<file path="config.mk">
export PLATFORM = sky130hd
export DESIGN_NAME = proc_sim_ctrl
export DESIGN_NICKNAME = d
export VERILOG_FILES = /design/src/rtl/proc_sim_ctrl.sv
export SDC_FILE = /design/constraint.sdc
export NUM_CORES = 1
export LEC_CHECK = 0
export CORE_ASPECT_RATIO = 0.8
export CORE_MARGIN = 2
export CORE_UTILIZATION = 28
export CTS_CLUSTER_SIZE = 12
export DETAILED_ROUTE_END_ITERATION = 10
export HOLD_SLACK_MARGIN = 0.03
export PLACE_DENSITY_LB_ADDON = 0.2
export SYNTH_ARGS = -nofsm -noshare
export SYNTH_HDL_FRONTEND = slang
export SYNTH_SLANG_ARGS = --single-unit
</file>
<file path="constraint.sdc">
create_clock -name clk -period 3.7 [get_ports clk]
set_input_delay 0.74 -clock clk [delete_from_list [all_inputs] [get_ports clk]]
set_output_delay 0.74 -clock clk [all_outputs]
set_load 0.02 [all_outputs]
</file>
<file path="src/rtl/proc_sim_ctrl.sv">
// proc_sim_ctrl: core reset sequencer and run monitor for the multicycle core.
// Ends a run on a tohost store, watchdog expiry or PC hang; keeps statistics.
module proc_sim_ctrl #(
   parameter int              XLEN        = 32,
   parameter int              CNT_W       = 32,
   parameter int              RST_CYCLES  = 2,
   parameter int              TIMEOUT     = 1000,
   parameter int              HALT_WIN    = 16,
   parameter logic [XLEN-1:0] TOHOST_ADDR = 32'h0000_0FFC
) (
   input  logic             clk,
   input  logic             rst,
   input  logic [XLEN-1:0]  PC,
   input  logic [XLEN-1:0]  dAddress,
   input  logic [XLEN-1:0]  dWriteData,
   input  logic             MemRead,
   input  logic             MemWrite,
   output logic             core_rst,
   output logic             done,
   output logic             pass,
   output logic             fail,
   output logic             timeout,
   output logic             hang,
   output logic [XLEN-1:0]  exit_code,
   output logic             proto_err,
   output logic [CNT_W-1:0] cycle_cnt,
   output logic [CNT_W-1:0] instr_cnt,
   output logic [CNT_W-1:0] load_cnt,
   output logic [CNT_W-1:0] store_cnt
);

   localparam int RW = $clog2(RST_CYCLES + 1);
   localparam int SW = $clog2(HALT_WIN + 1);
   localparam logic [CNT_W-1:0] CMAX = '1;

   typedef enum logic [2:0] {
      S_RST, S_RUN, S_PASS, S_FAIL, S_TMO, S_HANG
   } state_t;

   state_t           r_state;
   state_t           w_next;
   logic [RW-1:0]    r_rst_cnt;
   logic             r_first;
   logic [XLEN-1:0]  r_prev_pc;
   logic [SW-1:0]    r_stall;
   logic [XLEN-1:0]  r_exit;
   logic             r_perr;
   logic [CNT_W-1:0] r_cyc, r_ins, r_ld, r_st;
   logic             w_run, w_tohost, w_tmo, w_same, w_hang;

   function automatic logic [CNT_W-1:0] sat_inc(
      input logic [CNT_W-1:0] v, input logic en);
      return (en && v != CMAX) ? v + CNT_W'(1) : v;
   endfunction

   always_comb begin
      w_next   = r_state;
      w_run    = (r_state == S_RUN);
      w_tohost = MemWrite && (dAddress == TOHOST_ADDR);
      w_tmo    = (r_cyc == CNT_W'(TIMEOUT - 1));
      w_same   = (PC == r_prev_pc);
      w_hang   = !r_first && w_same && !MemWrite &&
                 (r_stall == SW'(HALT_WIN - 1));
      unique case (r_state)
         S_RST: if (r_rst_cnt == RW'(RST_CYCLES - 1)) w_next = S_RUN;
         S_RUN: begin
            if (w_tohost)
               w_next = (dWriteData == XLEN'(1)) ? S_PASS : S_FAIL;
            else if (w_tmo)
               w_next = S_TMO;
            else if (w_hang)
               w_next = S_HANG;
         end
         default: w_next = r_state;
      endcase
   end

   always_ff @(posedge clk or negedge rst) begin
      if (!rst) r_state <= S_RST;
      else      r_state <= w_next;
   end

   always_ff @(posedge clk or negedge rst) begin
      if (!rst) begin
         r_rst_cnt <= '0;
         r_first   <= 1'b1;
         r_prev_pc <= '0;
         r_stall   <= '0;
         r_exit    <= '0;
         r_perr    <= 1'b0;
         r_cyc     <= '0;
         r_ins     <= '0;
         r_ld      <= '0;
         r_st      <= '0;
      end else begin
         if (r_state == S_RST) r_rst_cnt <= r_rst_cnt + RW'(1);
         if (w_run) begin
            r_first   <= 1'b0;
            r_prev_pc <= PC;
            // first RUN cycle only seeds prev_pc; it is not a stall
            r_stall   <= (r_first || !w_same || MemWrite) ?
                         '0 : r_stall + SW'(1);
            r_cyc     <= sat_inc(r_cyc, 1'b1);
            r_ins     <= sat_inc(r_ins, !r_first && !w_same);
            r_ld      <= sat_inc(r_ld, MemRead);
            r_st      <= sat_inc(r_st, MemWrite);
            if (MemRead && MemWrite) r_perr <= 1'b1;
            if (w_tohost) r_exit <= dWriteData >> 1;
         end
      end
   end

   assign core_rst  = (r_state == S_RST);
   assign pass      = (r_state == S_PASS);
   assign fail      = (r_state == S_FAIL);
   assign timeout   = (r_state == S_TMO);
   assign hang      = (r_state == S_HANG);
   assign done      = pass || fail || timeout || hang;
   assign exit_code = r_exit;
   assign proto_err = r_perr;
   assign cycle_cnt = r_cyc;
   assign instr_cnt = r_ins;
   assign load_cnt  = r_ld;
   assign store_cnt = r_st;

endmodule
</file>
==> reports/metrics.yaml <==
status:
  status: "finished, final reports clean"
floorplanning:
  die_h_um: 169
  fp-row-count: 60
  die_w_um: 210
  core_um2: 33600
  initial_core_util: 0.283
  dieArea_um2: 35400
  io_pins: 267
power_and_ir_drop:
  pwr-share-clk: 0.478
  seqPwrFrac: 0.478
  power_switching_mw: 1.01
  comb_power_share: 0.043
  p_int_mw: 3.63
  powerDensity_nw_per_um2: 345
  p_leak_nw: 5.84
  power_mw: 4.64
  p_sw_frac: 0.217
  ir_worst_vdd_mv: 0.253
logic_synthesis:
  synth_edf_count: 0
  ys_warn_count: 0
  synthArstFlopShare: 1.00
  syn_inst: 893
  synth.distinct_cells: 55
  netlist_area_um2: 9500
  syn_nets: 1001
  ys_ff_latch: 203
  ys_seq_area_frac: 0.535
  syn_area_per_cell_um2: 10.6
  synth-main-ff-cell: "dfrtp_1"
global_route:
  grt_overflow: 0
  grt_first_pass_wirelength_mm: 42.8
  grt_max_degree: 89
  grt.total_usage: 0.151
  grt_pass1_vias: 7590
  antenna_found_initial: 3
detailed_routing:
  vias: 7394
  vias_per_cell: 4.54
  drtIter0Drc: 331
  ant_nets: 0
  drcViolationCount: 0
  wirelength_mm: 26.6
  drt_pre_antenna_iters: 4
  wl_per_cell_um: 16.4
timing:
  slew_viol_final: 0
  finClkSkew_ns: 0.00986
  finalHoldViolCount: 0
  slew_headroom: 0.490
  timing.fmax_mhz: 357
  rsz0062_at_grt: "no"
  finalCriticalPeriod_ns: 2.80
  setup_violations: 0
  fin_crit_sh: 0.757
  worstMarginPinSlew_ns: 0.765
  setup_tns_ns: 0
place:
  dpl.hpwl_mm: 19.5
  place_congestion: 0.780
  numPortBuffers: 265
  dp_cells: 1585
critical_path:
  path_delay_family: "buffers and inverters"
  max_stage_delay_ns: 0.62
  worstSetupStartpointType: "flip-flop"
  cp_cell_sequence: "inv_1 > nand3_1 > inv_1 > clkdlybuf4s50_1"
  critPathSlowestCell: "clkdlybuf4s50_1"
  worstPathRequired_ns: 2.96
  crit_path_end_kind: "output pin"
  cp_common_cell: "inv_1"
  cp_num_buf_inv: 3
  cp_max_fo: 5
  critPathKind: "flip-flop to output pin"
  worstPathArrival_ns: 2.06
layout:
  final_cell_mix: "clkdlybuf4s50_1 (264), dfrtp_1 (202), nand2_1 (181)"
  layout.cells.non_filler: 1627
  nFillCells: 3268
  fin_nets: 1285
  layout_commonest_cell: "clkdlybuf4s50_1"
  multiInputGateArea_um2: 4270
  drive_gt1_frac: 0.0891
  seq_area_um2: 5080
  syn_to_final_growth_pct: 41.5
clock_network:
  path_clk_slew_ns: 0.06
  cts_made_buffers: 24
  clock-sinks: 203
  cts_tree: "yes"
  cts_root_buf: "clkbuf_16"
  clk_latency_ns: 0.52
  post_cts_buffers: 0
  h-tree-depth: 1
  cts_hold_buf: 0
  cts_resized: 0
  cts_buffer_depth: 3
flow_run:
  drv_cap: 0
worst_hold_path:
  hold_path_class: "input port to asynchronous set/reset pin"
## kinds of logic after synthesis
logic type,share of synthesized area
AOI/OAI and AO/OA,0.0144
xor gates and xnor gates,0.145
adders and majority gates,0.0105
buffers and inverters,0.0171
DFF,0.535
muxes,0.0450
other,0.000395
and+or+nand+nor,0.233
## power groups by stage
stage / registers [mW] / logic [mW] / clock network, mW
after floorplan: 2.26 / 0.0231 / 0
after global placement: 2.26 / 0.207 / 0
after detailed placement: 2.26 / 0.206 / 0
after CTS: 2.22 / 0.207 / 2.31
after global routing: 2.22 / 0.222 / 2.39
final: 2.22 / 0.201 / 2.22
## cell usage after synthesis (all sizes together) (2+ instances only)
cell type  instances  area share
mux2              35       0.042
nor4b              2      0.0025
clkbuf            11      0.0054
xor2              45       0.041
nor2              46       0.018
nand4             40       0.027
a21o               2      0.0016
nor3b              3      0.0029
xnor2            112        0.10
or3                2      0.0018
and2               7      0.0046
and3              27       0.018
a22o               2      0.0018
ha                 8       0.011
o21ai              3      0.0016
nand2            182       0.072
nand3             56       0.030
mux2i              3      0.0032
nor2b              4      0.0026
nor3              21       0.013
inv               13      0.0051
dfrtp            202        0.53
and4              17       0.016
nor4              27       0.020
buf                9      0.0066
a31oi              3      0.0051
a21oi              3      0.0016
## worst paths after layout
path	depth (start not counted)	endpoint	slack, ns	from
max in group asynchronous	2	load_cnt[3]	2.52	rst
setup / recovery	4	core_rst	0.90	r_state[2]
setup reg to reg	6	cycle_cnt[30]	1.18	r_state[0]
min in group clk	1	proto_err	0.48	proto_err
hold / removal	1	cycle_cnt[27]	0.28	rst
hold reg to reg	1	proto_err	0.48	proto_err
## through the flow
stage                      util  cell area, um2  hold slack [ns]  worst slack [ns]
after floorplan               -            9500            0.444              1.44
after global placement    0.379           12700            0.441             0.441
after detailed placement  0.379           12700            0.460             0.400
after CTS                 0.400           13400            0.319             0.847
after global routing      0.400           13400            0.333             0.751
final                     0.400           13400            0.276             0.898
## state kept, by name (all words and copies together) (netlist names)
name	cells
r_state	3
r_stall	5
cycle_cnt	32
load_cnt	32
exit_code	31
r_prev_pc	32
instr_cnt	32
r_first	1
proto_err	1
store_cnt	32
r_rst_cnt	2
## cell type report
type | count | share of cell area
Inverter | 13 | 0.00363
Timing Repair Buffer | 278 | 0.206
Clock inverter | 5 | 0.00186
Multi-Input combinational cell | 657 | 0.318
Clock buffer | 34 | 0.0520
Sequential cell | 203 | 0.378
Antenna cell | 3 | 0.000559
Tap cell | 434 | 0.0404
## routing by layer
| metal | GRT usage | share of wire | vias up |
|---|---|---|---|
| li1 | - | - | 3631 |
| met1 | 0.207 | 0.47 | 3582 |
| met2 | 0.239 | 0.45 | 151 |
| met3 | 0.0410 | 0.057 | 30 |
| met4 | 0.0321 | 0.018 | 0 |
| met5 | 0 | 0 | - |
(Power assumes the default switching activity.)
